<file path="src/rtl/avl_bus_arbiter.sv">
// avl_bus_arbiter
//
// Shares one Avalon-style slave port among MASTER_NUM masters. At most one
// command (read or write) is granted per cycle. The master index of every
// accepted read is pushed into an in-order routing FIFO, and the FIFO head
// steers each slave read response back to the master that issued it.
//
// Optional feature macro: AVL_ARB_ROUND_ROBIN_EN
//   defined   : round-robin arbitration from a registered priority pointer
//   undefined : fixed priority, lowest master index wins
//
// Ports:
//   clk, rest            bus clock, synchronous active-high reset
//   m_read, m_write      per-master command requests
//   m_address, m_byte_en, m_write_data   per-master command fields
//   m_request_ready      per-master command accept (one-hot or zero)
//   m_read_data          slave read data broadcast to every master
//   m_read_data_valid    per-master response valid (one-hot or zero)
//   m_resp_ready         per-master response ready
//   s_read, s_write, s_address, s_byte_en, s_write_data   slave command bus
//   s_request_ready      slave accepts the presented command
//   s_read_data, s_read_data_valid, s_resp_ready          slave response
//   outstanding          number of reads currently in flight
//   err_unexpected_resp  sticky: response arrived with no read in flight

module avl_bus_arbiter #(
  parameter int MASTER_NUM      = 8,
  parameter int RESP_FIFO_DEPTH = 8
) (
  input  logic                                clk,
  input  logic                                rest,
  input  logic [MASTER_NUM-1:0]               m_read,
  input  logic [MASTER_NUM-1:0]               m_write,
  input  logic [MASTER_NUM-1:0][31:0]         m_address,
  input  logic [MASTER_NUM-1:0][3:0]          m_byte_en,
  input  logic [MASTER_NUM-1:0][31:0]         m_write_data,
  output logic [MASTER_NUM-1:0]               m_request_ready,
  output logic [MASTER_NUM-1:0][31:0]         m_read_data,
  output logic [MASTER_NUM-1:0]               m_read_data_valid,
  input  logic [MASTER_NUM-1:0]               m_resp_ready,
  output logic                                s_read,
  output logic                                s_write,
  output logic [31:0]                         s_address,
  output logic [3:0]                          s_byte_en,
  output logic [31:0]                         s_write_data,
  input  logic                                s_request_ready,
  input  logic [31:0]                         s_read_data,
  input  logic                                s_read_data_valid,
  output logic                                s_resp_ready,
  output logic [$clog2(RESP_FIFO_DEPTH):0]    outstanding,
  output logic                                err_unexpected_resp
);

  localparam int IDX_W = $clog2(MASTER_NUM);
  localparam int PTR_W = $clog2(RESP_FIFO_DEPTH);
  localparam int CNT_W = PTR_W + 1;

  logic [MASTER_NUM-1:0] eligible;
  logic                  win_valid;
  logic [IDX_W-1:0]      win_idx;
  logic                  fifo_empty;
  logic                  fifo_full;
  logic                  push;
  logic                  pop;
  logic [IDX_W-1:0]      head_idx;
  logic [PTR_W-1:0]      wr_ptr;
  logic [PTR_W-1:0]      rd_ptr;
  logic [IDX_W-1:0]      fifo_mem [RESP_FIFO_DEPTH];

  assign fifo_empty = (outstanding == '0);
  assign fifo_full  = (outstanding == CNT_W'(RESP_FIFO_DEPTH));
  assign head_idx   = fifo_mem[rd_ptr];

  // A master that raises read (even together with write) is issuing a read,
  // so it must wait while the FIFO is full; there is no pop bypass.
  always_comb begin
    for (int i = 0; i < MASTER_NUM; i++) begin
      eligible[i] = m_read[i] ? !fifo_full : m_write[i];
    end
  end

`ifdef AVL_ARB_ROUND_ROBIN_EN
  logic [IDX_W-1:0] rr_ptr;
  logic [IDX_W-1:0] rr_cand;
  int               rr_sum;

  // Scan masters starting at the priority pointer, wrapping at MASTER_NUM.
  always_comb begin
    win_valid = 1'b0;
    win_idx   = '0;
    rr_sum    = 0;
    rr_cand   = '0;
    for (int k = 0; k < MASTER_NUM; k++) begin
      rr_sum = int'(rr_ptr) + k;
      if (rr_sum >= MASTER_NUM) begin
        rr_sum = rr_sum - MASTER_NUM;
      end
      rr_cand = rr_sum[IDX_W-1:0];
      if (!win_valid && eligible[rr_cand]) begin
        win_valid = 1'b1;
        win_idx   = rr_cand;
      end
    end
  end

  // The pointer only moves on an accepted command, so a stalled grant keeps
  // its place in the rotation.
  always_ff @(posedge clk) begin
    if (rest) begin
      rr_ptr <= '0;
    end else if (s_request_ready && win_valid) begin
      rr_ptr <= (win_idx == IDX_W'(MASTER_NUM - 1)) ? '0 : win_idx + 1'b1;
    end
  end
`else
  // Fixed priority: the lowest eligible index wins.
  always_comb begin
    win_valid = 1'b0;
    win_idx   = '0;
    for (int k = 0; k < MASTER_NUM; k++) begin
      if (!win_valid && eligible[k]) begin
        win_valid = 1'b1;
        win_idx   = IDX_W'(k);
      end
    end
  end
`endif

  // Winner's fields drive the slave command bus; idle bus is all zero.
  always_comb begin
    s_read          = win_valid & m_read[win_idx];
    s_write         = win_valid & ~m_read[win_idx] & m_write[win_idx];
    s_address       = win_valid ? m_address[win_idx]    : '0;
    s_byte_en       = win_valid ? m_byte_en[win_idx]    : '0;
    s_write_data    = win_valid ? m_write_data[win_idx] : '0;
    m_request_ready = '0;
    if (win_valid && s_request_ready) begin
      m_request_ready[win_idx] = 1'b1;
    end
  end

  assign push = s_request_ready & s_read;

  // Responses follow the FIFO head; with nothing in flight the stray
  // response is drained and reaches no master.
  always_comb begin
    m_read_data_valid = '0;
    s_resp_ready      = 1'b1;
    if (!fifo_empty) begin
      m_read_data_valid[head_idx] = s_read_data_valid;
      s_resp_ready                = m_resp_ready[head_idx];
    end
    for (int i = 0; i < MASTER_NUM; i++) begin
      m_read_data[i] = s_read_data;
    end
  end

  assign pop = s_read_data_valid & s_resp_ready & !fifo_empty;

  // FIFO storage needs no reset; the pointers define what is valid.
  always_ff @(posedge clk) begin
    if (push) begin
      fifo_mem[wr_ptr] <= win_idx;
    end
  end

  // Pointers, occupancy and the sticky error flag.
  always_ff @(posedge clk) begin
    if (rest) begin
      wr_ptr              <= '0;
      rd_ptr              <= '0;
      outstanding         <= '0;
      err_unexpected_resp <= 1'b0;
    end else begin
      if (push) begin
        wr_ptr <= wr_ptr + 1'b1;
      end
      if (pop) begin
        rd_ptr <= rd_ptr + 1'b1;
      end
      case ({push, pop})
        2'b10:   outstanding <= outstanding + 1'b1;
        2'b01:   outstanding <= outstanding - 1'b1;
        default: outstanding <= outstanding;
      endcase
      if (s_read_data_valid && fifo_empty) begin
        err_unexpected_resp <= 1'b1;
      end
    end
  end

endmodule

</file>
<file path="config.mk">
export PLATFORM = sky130hd
export DESIGN_NAME = avl_bus_arbiter
export DESIGN_NICKNAME = d
export VERILOG_FILES = /design/src/rtl/avl_bus_arbiter.sv
export SDC_FILE = /design/constraint.sdc
export NUM_CORES = 1
export LEC_CHECK = 0
export ABC_CLOCK_PERIOD_IN_PS = 5000
export BUFFER_PORTS_ARGS = -buffer_cell sky130_fd_sc_hd__clkbuf_2
export CORE_AREA = 4 4 369 371
export CTS_CLUSTER_SIZE = 25
export DETAILED_ROUTE_END_ITERATION = 12
export DIE_AREA = 0 0 373 375
export PLACE_DENSITY = 0.3
export SETUP_SLACK_MARGIN = 0.4
export SYNTH_ARGS = -nofsm -noshare
export SYNTH_HDL_FRONTEND = slang
export SYNTH_SLANG_ARGS = --single-unit
</file>
<file path="constraint.sdc">
create_clock -name clk -period 5 [get_ports clk]
set_input_delay 0.25 -clock clk [delete_from_list [all_inputs] [get_ports clk]]
set_output_delay 0.25 -clock clk [all_outputs]
set_load 0.05 [all_outputs]
</file>
# ---- Word-level counts from Yosys, hierarchy flattened
# Memory sizes are Yosys's and may differ from the RTL's. A register that Yosys moved wholly into a read port is not among the register bits.
# Cells that the tools add are included.
dict set report word_totals {
  regBits 11
  ramBits 24
  input_bits 604
  out_inout_bits 348
  elab_cells 96
  mem_count 1
}
dict set report classes {
  n_addsub 4
  order_cmp 4
  eq_ne 3
  n_mux 50
  n_bitwise 8
  n_reduce_logical 22
}
# name depth word_bits read_ports rd_ports_with_merged_regs wr line
set memory_table {}
lappend memory_table {fifo_mem 8 3 1 1 1 68} ;# logic [IDX_W-1:0] fifo_mem [RESP_FIFO_DEPTH];
# operator n
set op_table {}
lappend op_table {{$bmux 32 s3} 2}
lappend op_table {{$mux 32} 4}
lappend op_table {{$mux 1} 25}
lappend op_table {{$mux 3} 8}
lappend op_table {{$mux 8} 2}
lappend op_table {{$bmux 4 s3} 1}
lappend op_table {{$logic_and 1x1->1} 11}
lappend op_table {{$bmux 1 s3} 3}
lappend op_table {{$logic_not 1->1} 9}
lappend op_table {{$and 8x8->8} 1}
lappend op_table {{$lt 3x4->1 const B} 2}
lappend op_table {{$mux 4} 2}
lappend op_table {{$pmux 4 s2} 1}
lappend op_table {{$add 3x1->3 const B} 2}
lappend op_table {{$and 1x1->1} 6}
lappend op_table {{$demux 1 s3} 2}
lappend op_table {{$ge 3x1->1 const B} 2}
lappend op_table {{$add 4x1->4 const B} 1}
lappend op_table {{$eq 4x4->1 const B} 1}
lappend op_table {{$logic_not 4->1} 1}
lappend op_table {{$sub 4x1->4 const B} 1}
lappend op_table {{$eq 2x1->1 const B} 1}
lappend op_table {{$eq 2x2->1 const B} 1}
lappend op_table {{$reduce_bool 2->1} 1}
lappend op_table {{$not 1->1} 1}

# ---- Depth between registers and ports, before layout
# Gate-level depths: netlist of the first run.
dict set report depth {
  depth_word 31
  depth_mapped 18
  ltp_nobuf 15
}

# ---- Worst setup path after synthesis of the first run
# OpenSTA, ideal clock, no wires.
dict set report synth_path {
  kind {register to output}
  from {reg outstanding[0]}
  to {out s_write_data[29]}
  arrival_ns 4.056
  slack_ns 0.694
  path_stages_with_launch 13
  path_cell_list {dfxtp_1 buf_6 or4b_4 buf_6 mux2i_4 nand4_2 nor3_2 nor2_2 inv_2 buf_2 buf_1 nand2_1 a311oi_1}
}
dict set report synth_via {
  elab_chain_cells 28
}
# item line
set synth_rtl {}
lappend synth_rtl {{start, declared} 50} ;# output logic [$clog2(RESP_FIFO_DEPTH):0] outstanding,
lappend synth_rtl {{start signal, assigned} 182} ;# 2'b10: outstanding <= outstanding + 1'b1;
lappend synth_rtl {{start signal, assigned} 183} ;# 2'b01: outstanding <= outstanding - 1'b1;
lappend synth_rtl {{start signal, assigned} 184} ;# default: outstanding <= outstanding;
lappend synth_rtl {{$eq 4x4->1 (*)} 71} ;# assign fifo_full = (outstanding == CNT_W'(RESP_FIFO_DEPTH));
lappend synth_rtl {{$logic_not 1->1 (*)} 78} ;# eligible[i] = m_read[i] ? !fifo_full : m_write[i];
lappend synth_rtl {{$mux 1} 78}
lappend synth_rtl {{$mux 1} 121} ;# if (!win_valid && eligible[k]) begin
lappend synth_rtl {{$logic_not 1->1} 121}
lappend synth_rtl {{$logic_and 1x1->1} 121}
lappend synth_rtl {{$mux 1} 121}
lappend synth_rtl {{$logic_not 1->1} 121}
lappend synth_rtl {{(+13 left out)} --}
lappend synth_rtl {{$mux 1} 121}
lappend synth_rtl {{$logic_not 1->1} 121}
lappend synth_rtl {{$logic_and 1x1->1} 121}
lappend synth_rtl {{$mux 3 (*)} 121}
lappend synth_rtl {{net win_idx[0]} 60} ;# logic [IDX_W-1:0] win_idx;
lappend synth_rtl {{$bmux 32 s3 (*)} 135} ;# s_write_data = win_valid ? m_write_data[win_idx] : '0;
lappend synth_rtl {{$mux 32 (not written as such) (*)} 135}
lappend synth_rtl {{$mux 32 (*)} 135}
lappend synth_rtl {{end, declared} 45} ;# output logic [31:0] s_write_data,
# The timed path passes the listed nets; every way through them passes the cells marked *. The select of a mux whose other input is x is not followed.

# ---- Final worst setup path of the first run
dict set report layout_path {
  from {reg outstanding[1]}
  to {out s_write_data[0]}
}
dict set report layout_via {
  elab_chain_cells 28
}
# item line
set layout_rtl {}
lappend layout_rtl {{$eq 4x4->1 (*)} 71}
lappend layout_rtl {{$logic_not 1->1 (*)} 78}
lappend layout_rtl {{$mux 1} 78}
lappend layout_rtl {{$mux 1} 121}
lappend layout_rtl {{$logic_not 1->1} 121}
lappend layout_rtl {{$logic_and 1x1->1} 121}
lappend layout_rtl {{$mux 1} 121}
lappend layout_rtl {{$logic_not 1->1} 121}
lappend layout_rtl {{(+12 left out)} --}
lappend layout_rtl {{$logic_and 1x1->1} 121}
lappend layout_rtl {{$mux 1} 121}
lappend layout_rtl {{$logic_not 1->1} 121}
lappend layout_rtl {{$logic_and 1x1->1} 121}
lappend layout_rtl {{$mux 3} 121}
lappend layout_rtl {{$bmux 32 s3} 135}
lappend layout_rtl {{$mux 32 (not written as such)} 135}
lappend layout_rtl {{$mux 32 (*)} 135}
# Mark *: on every way between the ends. The rest lies on a longest branch, timed or not. The select of a mux whose other input is x is not followed.

==> impl_metrics.ini, run 1 <==
[run_status]
outcome = complete, no violations

[clock_network]
htreeDepth = 2
cts_root_buf = clkbuf_16
cts_inserted_buffers = 5
cts_tree = yes
clock_latency_ns = 0.28
cts_buffer_depth = 2
post_cts_buffers = 0
hold_buffers = 0
clk_pin_slew_ns = 0.06
clkSinkCount = 38

[timing]
finalCritPeriodShare_pct = 87.3
skew_ns = 0.00194
finalHoldViolations = 0
setup-tns-final_ns = 0
tightest_slew_ns = 1.13
period_minus_slack_ns = 4.36
setup_viol = 0
fmax_ghz = 0.229
rsz0062_at_grt = false
timing.slew.headroom_pct = 24.7
maxSlewViolCount = 0

[synth]
synth_top_area_share_pct = 23.2
postSynthAreaPerCell_um2 = 6.79
synthTopCellsByArea = buf_4 (23%), o22ai_1 (8.7%), edfxtp_1 (8.7%), nor2_1 (7.2%), nor3_1 (5.1%)
synth_cells = 1225
ys_warn_count = 0
yosysUniqueCellTypes = 66
synth_common_cells = buf_4 (257), nor2_1 (159), o22ai_1 (116)
yosysSeqAreaShare_pct = 12.0
post-synth-top-area-cell = buf_4
synth_nets = 1834
ys_ff_latch = 38
synth_edf_count = 24
synthArstFlopShare_pct = 0
synthFlopType = edfxtp_1
yosysMostFrequentCell = buf_4
syn-cell-area_mm2 = 0.00832

[worst_setup_path]
worstPathArrival_ns = 4.11
endpoint_kind = output pin
path_max_fanout = 81
crit_buf_inv = 2
critPathTopFamily = simple AND/OR/NAND/NOR gates
critPathMaxStageDelay_ns = 0.64
criticalPathCategory = reg -> out
worstPathCellList = or4b_4 > mux2i_2 > nand2_1 > nand2_4 > buf_12 > o22ai_1 > nor3_1 > nor2_1 > a311oi_1 > clkbuf_2
critPathLaunchType = flip-flop
slowest_stage = or4b_4
worstPathRequired_ns = 4.75

[floorplanning]
pin_count = 952
start_util_pct = 6.26
dieArea_mm2 = 0.140
fp-row-count = 134
fp.dieH_um = 375
fp.dieW_um = 373
core_region_area_mm2 = 0.133

[drt]
ant_nets = 0
avgViaCountPerCell = 3.15
wl_per_cell_um = 23.6
drt-initial-drc-count = 488
drtPass1Iterations = 5
totalWireLength_um = 79600
vias = 10600
drc = 0

[flow_run]
cap_violations = 0

[placement]
io_buffer_count = 663
dpl-instance-area_mm2 = 0.0121
routabilityCongestion = 0.803
hpwlAfterDp_um = 70000

[layout]
drive_above_1_share_pct = 48.2
final_area_mm2 = 0.0123
fin_util_pct = 9.28
syn_to_final_growth_pct = 48.2
nets = 2202

[global_route]
grt_start_max_net_pins = 82
track_usage_pct = 10.6
antenna_found_initial = 32
grt_pass1_wl_um = 102000
grt_pass1_vias = 11000
grt_overflow = 0

[power_and_ir_drop]
leakage_uw = 0.00535
vdd_drop_max_v = 0.000120
powerDensity_mw_per_mm2 = 174
total_power_uw = 2140

[hold_path]
hold_class = in -> reg
-- per-stage QoR --
stage               hold slack (ns)  worst slack, ns  instances
finish                        0.287            0.636       3367
global route                  0.301            0.425       3364
CTS                           0.278            0.455       3362
detailed placement            0.463            0.655       3354
global placement              0.462            0.577       3354
floorplan                     0.319            0.694       1225
-- flip-flops by register name (all words and copies together), names as in the netlist, named ones only --
name                 flops
wr_ptr                   3
err_unexpected_resp      1
outstanding              4
fifo_mem                24
rd_ptr                   3
-- layout by cell type, fill, tap and decap left out, types with 14 or more instances in the layout --
master,n
o31ai_1,26
nor2_1,156
edfxtp_1,24
a21oi_2,19
nor3_1,83
a221o_1,24
a211o_1,24
buf_4,37
dfxtp_1,14
o21ai_0,28
a311oi_1,22
a21oi_1,26
clkbuf_2,654
nand2_1,97
inv_1,51
o22ai_1,115
mux2i_1,15
-- power by group --
group / internal (uW) / total [uW] / switching, uW / leakage [uW]
sequential: 347 / 368 / 21.1 / 0.000320
combinational: 463 / 1350 / 892 / 0.00493
clock: 287 / 419 / 132 / 0.0000940
-- tightest hold or removal path, stage by stage --
cell and delay, ns:
clkbuf_2 0.14, a21oi_1 0.07, nor2_1 0.07
-- kinds of logic after synthesis --
family          after synthesis  share of synthesized area (%)
flops                        38                           12.0
simple gates                424                           23.6
fa+ha+maj                     5                          0.752
xor+xnor                      5                          0.526
buf+inv                     395                           29.9
compound gates              332                           28.6
mux                          26                           4.54
-- final timing paths --
check	slack, ns	cells after the start	from	endpoint
worst min-delay path	0.29	3	s_read_data_valid	err_unexpected_resp
worst min register to register	0.48	2	err_unexpected_resp	err_unexpected_resp
worst max register to register	0.73	15	outstanding[1]	outstanding[2]
worst max-delay path	0.64	10	outstanding[1]	s_write_data[0]
-- what timing repair did --
item | CTS | global route
resized for setup | 2 | 5
endpoints found under the setup margin | 2 | 4
hold endpoints to repair | 0 | 0
-- layer usage --
layer  vias to the layer above  routed length (um)  GRT usage, %
met5                         -                 152         0.480
met4                        10                1840          2.15
met3                        71                7920          4.18
met2                       719               38600          18.5
met1                      4848               31100          12.3
li1                       4949                   -             -
-- cell type report --
| cell class | instances | area, um2 |
|---|---|---|
| Antenna cell | 5 | 12.5 |
| Clock buffer | 5 | 125 |
| Clock inverter | 3 | 68.8 |
| Fill cell | 15800 | 121000 |
| Inverter | 52 | 200 |
| Multi-Input combinational cell | 792 | 4920 |
| Sequential cell | 38 | 1000 |
| Tap cell | 1768 | 2210 |
| Timing Repair Buffer | 704 | 3800 |
(Power assumes the default switching activity.)
==> inputs of run 2 (changes only) <==
--- a/config.mk
+++ b/config.mk
@@ -5,13 +5,13 @@
 export SDC_FILE = /design/constraint.sdc
 export NUM_CORES = 1
 export LEC_CHECK = 0
+export ABC_AREA = 1
 export ABC_CLOCK_PERIOD_IN_PS = 5000
 export BUFFER_PORTS_ARGS = -buffer_cell sky130_fd_sc_hd__clkbuf_2
-export CORE_AREA = 4 4 369 371
+export CORE_AREA = 4 4 365 367
 export CTS_CLUSTER_SIZE = 25
 export DETAILED_ROUTE_END_ITERATION = 12
-export DIE_AREA = 0 0 373 375
-export PLACE_DENSITY = 0.3
+export DIE_AREA = 0 0 369 371
 export SETUP_SLACK_MARGIN = 0.4
 export SYNTH_ARGS = -nofsm -noshare
 export SYNTH_HDL_FRONTEND = slang
==> run 2 against run 1 <==
  * Register-to-register slack gained 0.22 ns
  * Worst hold slack lost 0.058 ns
  * Critical path depth up 3
  * Via count is 7.7% higher
  * Clock power is 30% lower
  * Sequential power increased by 9.0%
  * Clock-buffer cell count unchanged
  * Die area is 2.1% lower
  * Largest power group unchanged
==> impl_metrics.ini, run 2 <==
[worst_setup_path]
reg2reg_setup_slack_ns = 0.95
crit_top_cell = nand2_1
rr_worst_depth = 23
critPathMaxStageDelay_ns = 0.48
r2r-start = outstanding[0]
worstPathCellList = nor2_4 > nand3_1 > nand2_1 > nand2_1 > nor2_4 > nand4_2 > o21ai_4 > buf_12 > nand2_1 > a21oi_1 > nand3_1 > a21oi_1 > clkbuf_2
criticalPathCategory = reg -> out
timing.rr.end = outstanding[2]
critPathCapture = s_address[22]
cp-startpoint = outstanding[0]
path_max_fanout = 80
endpoint_kind = output pin
slowest_stage = a21oi_1
worstPathRequired_ns = 4.75
worstPathArrival_ns = 3.99
critPathLaunchType = flip-flop

[synth]
synthXorXnorAreaFrac_pct = 0.322
synth_top_family_by_area = buffers and inverters
synth_common_cells = buf_4 (262), nor2_1 (223), nand2_1 (191)
synth_simple_gate_area_share_pct = 27.5
yosysSeqAreaShare_pct = 12.3
syn-cell-area_mm2 = 0.00816
synth_edf_count = 24
ys_warn_count = 0
synthFlopType = edfxtp_1
postSynthAreaPerCell_um2 = 5.95
synth_nets = 1981
post-synth-top-area-cell = buf_4
synth_top_area_share_pct = 24.1
muxShareOfSynthArea_pct = 0.123
synthArstFlopShare_pct = 0
synth_cells = 1372
ys_ff_latch = 38
yosysUniqueCellTypes = 41
yosysMostFrequentCell = buf_4
synthTopCellsByArea = buf_4 (24%), o22ai_1 (11%), nor2_1 (10%), edfxtp_1 (8.8%), nand2_1 (8.8%)
synth_fa_ha_area_share_pct = 0.767
synth_compound_area_share_pct = 28.0

[drt]
vias = 11400
drt-initial-drc-count = 811
totalWireLength_um = 81100
drc = 0
avgViaCountPerCell = 3.28
ant_nets = 0
drtPass1Iterations = 5
wl_per_cell_um = 23.3

[timing]
skew_ns = 0.00603
fmax_ghz = 0.236
maxSlewViolCount = 0
period_minus_slack_ns = 4.24
tightest_slew_ns = 0.975
finalCritPeriodShare_pct = 84.7
finalHoldViolations = 0
setup-tns-final_ns = 0
timing.slew.headroom_pct = 35.0
setup_viol = 0
rsz0062_at_grt = false

[clock_network]
post_cts_buffers = 0
cts_inserted_buffers = 5
htreeDepth = 2
cts_tree = yes
hold_buffers = 0
clock_latency_ns = 0.28
cts_buffer_depth = 2
clk_pin_slew_ns = 0.06
clkSinkCount = 38
post_cts_resized = 0
cts_root_buf = clkbuf_16

[floorplanning]
fp-row-count = 132
fp.dieH_um = 371
start_util_pct = 6.30
core_region_area_mm2 = 0.129
dieArea_mm2 = 0.137
fp.dieW_um = 369
pin_count = 952

[layout]
fillers = 15400
drive_above_1_share_pct = 42.7
fin_util_pct = 9.44
final_cell_mix = clkbuf_2 (634), nor2_1 (222), nand2_1 (190)
largest_reg_flops = 24
multi_input_area_mm2 = 0.00466
mostFrequentLayoutCell = clkbuf_2
seq_area_mm2 = 0.00100
nets = 2332
syn_to_final_growth_pct = 49.8
regMostFlops = fifo_mem
reg_top3 = fifo_mem (24), outstanding (4)

[hold_path]
hold_class = in -> reg

[placement]
hpwlAfterDp_um = 70400
routabilityCongestion = 0.949
io_buffer_count = 663

[global_route]
grt_pass1_wl_um = 102000
track_usage_pct = 11.0
grt_start_max_net_pins = 112
grt_pass1_vias = 11200
grt_util_met1_pct = 13.4
grt_use_met3_pct = 3.17
busiest_layer = met2
antenna_found_initial = 35
grt_overflow = 0
met2_usage_pct = 18.6

[power_and_ir_drop]
powerDensity_mw_per_mm2 = 190
vdd_drop_max_v = 0.000122
leakage_uw = 0.00537

[flow_run]
cap_violations = 0

[run_status]
outcome = complete, no violations
==> run 2: worst min path at each step <==
stage	startpoint	end	slack, ns	cells after the start
2_1_floorplan	rest	err_unexpected_resp	0.32	1
3_3_place_gp	rd_ptr[2]	rd_ptr[2]	0.46	2
3_5_place_dp	rd_ptr[2]	rd_ptr[2]	0.46	2
4_1_cts	rest	err_unexpected_resp	0.23	2
5_1_grt	rest	err_unexpected_resp	0.26	2
6_report	rest	err_unexpected_resp	0.23	2
==> run 2: stage by stage <==
step                      hold WS, ns  cell area (um2)  setup WS [ns]  std cells  power [uW]
after global routing            0.260            12200          0.456       3473        2470
final                           0.229            12200          0.763       3476        2320
after global placement          0.458            12100          0.975       3458        2070
after detailed placement        0.465            12100          0.920       3458        2080
after floorplan                 0.319             8160           1.59       1372        1790
after CTS                       0.229            12200          0.610       3466        2380
==> run 2: kinds of logic (layout without fill, tap and decap cells) <==
logic type	after synthesis	count (layout)
flip-flops	38	38
AND/OR/NAND/NOR	525	525
buffers and inverters	396	748
other	0	10
XOR/XNOR	3	3
multiplexers	1	1
AO/OA/AOI/OAI	404	404
adder cells (fa/ha/maj)	5	5
==> run 2: final cells by class <==
type / count / share of cell area, %
Antenna cell: 10 / 0.205
Clock buffer: 5 / 1.02
Clock inverter: 3 / 0.133
Inverter: 44 / 1.42
Multi-Input combinational cell: 938 / 38.2
Sequential cell: 38 / 8.19
Tap cell: 1742 / 17.8
Timing Repair Buffer: 696 / 33.0
==> run 2: critical path: cells and delay by family, from the launching register on <==
kind	cells	cell delay, ns
flops	1	0.38
buf+inv	2	0.73
simple gates	8	1.39
compound gates	3	1.01
==> run 2: power breakdown <==
part | total [uW] | internal, uW | leakage [uW] | switching, uW
registers | 401 | 359 | 0.000331 | 42.0
logic | 1630 | 515 | 0.00498 | 1110
clock network | 294 | 181 | 0.0000673 | 112
==> run 2: per-layer routing <==
layer / share of wire (%) / wire, um
met5: 0.067 / 54
met3: 9.3 / 7580
met4: 2.8 / 2300
met1: 40 / 32400
met2: 48 / 38800
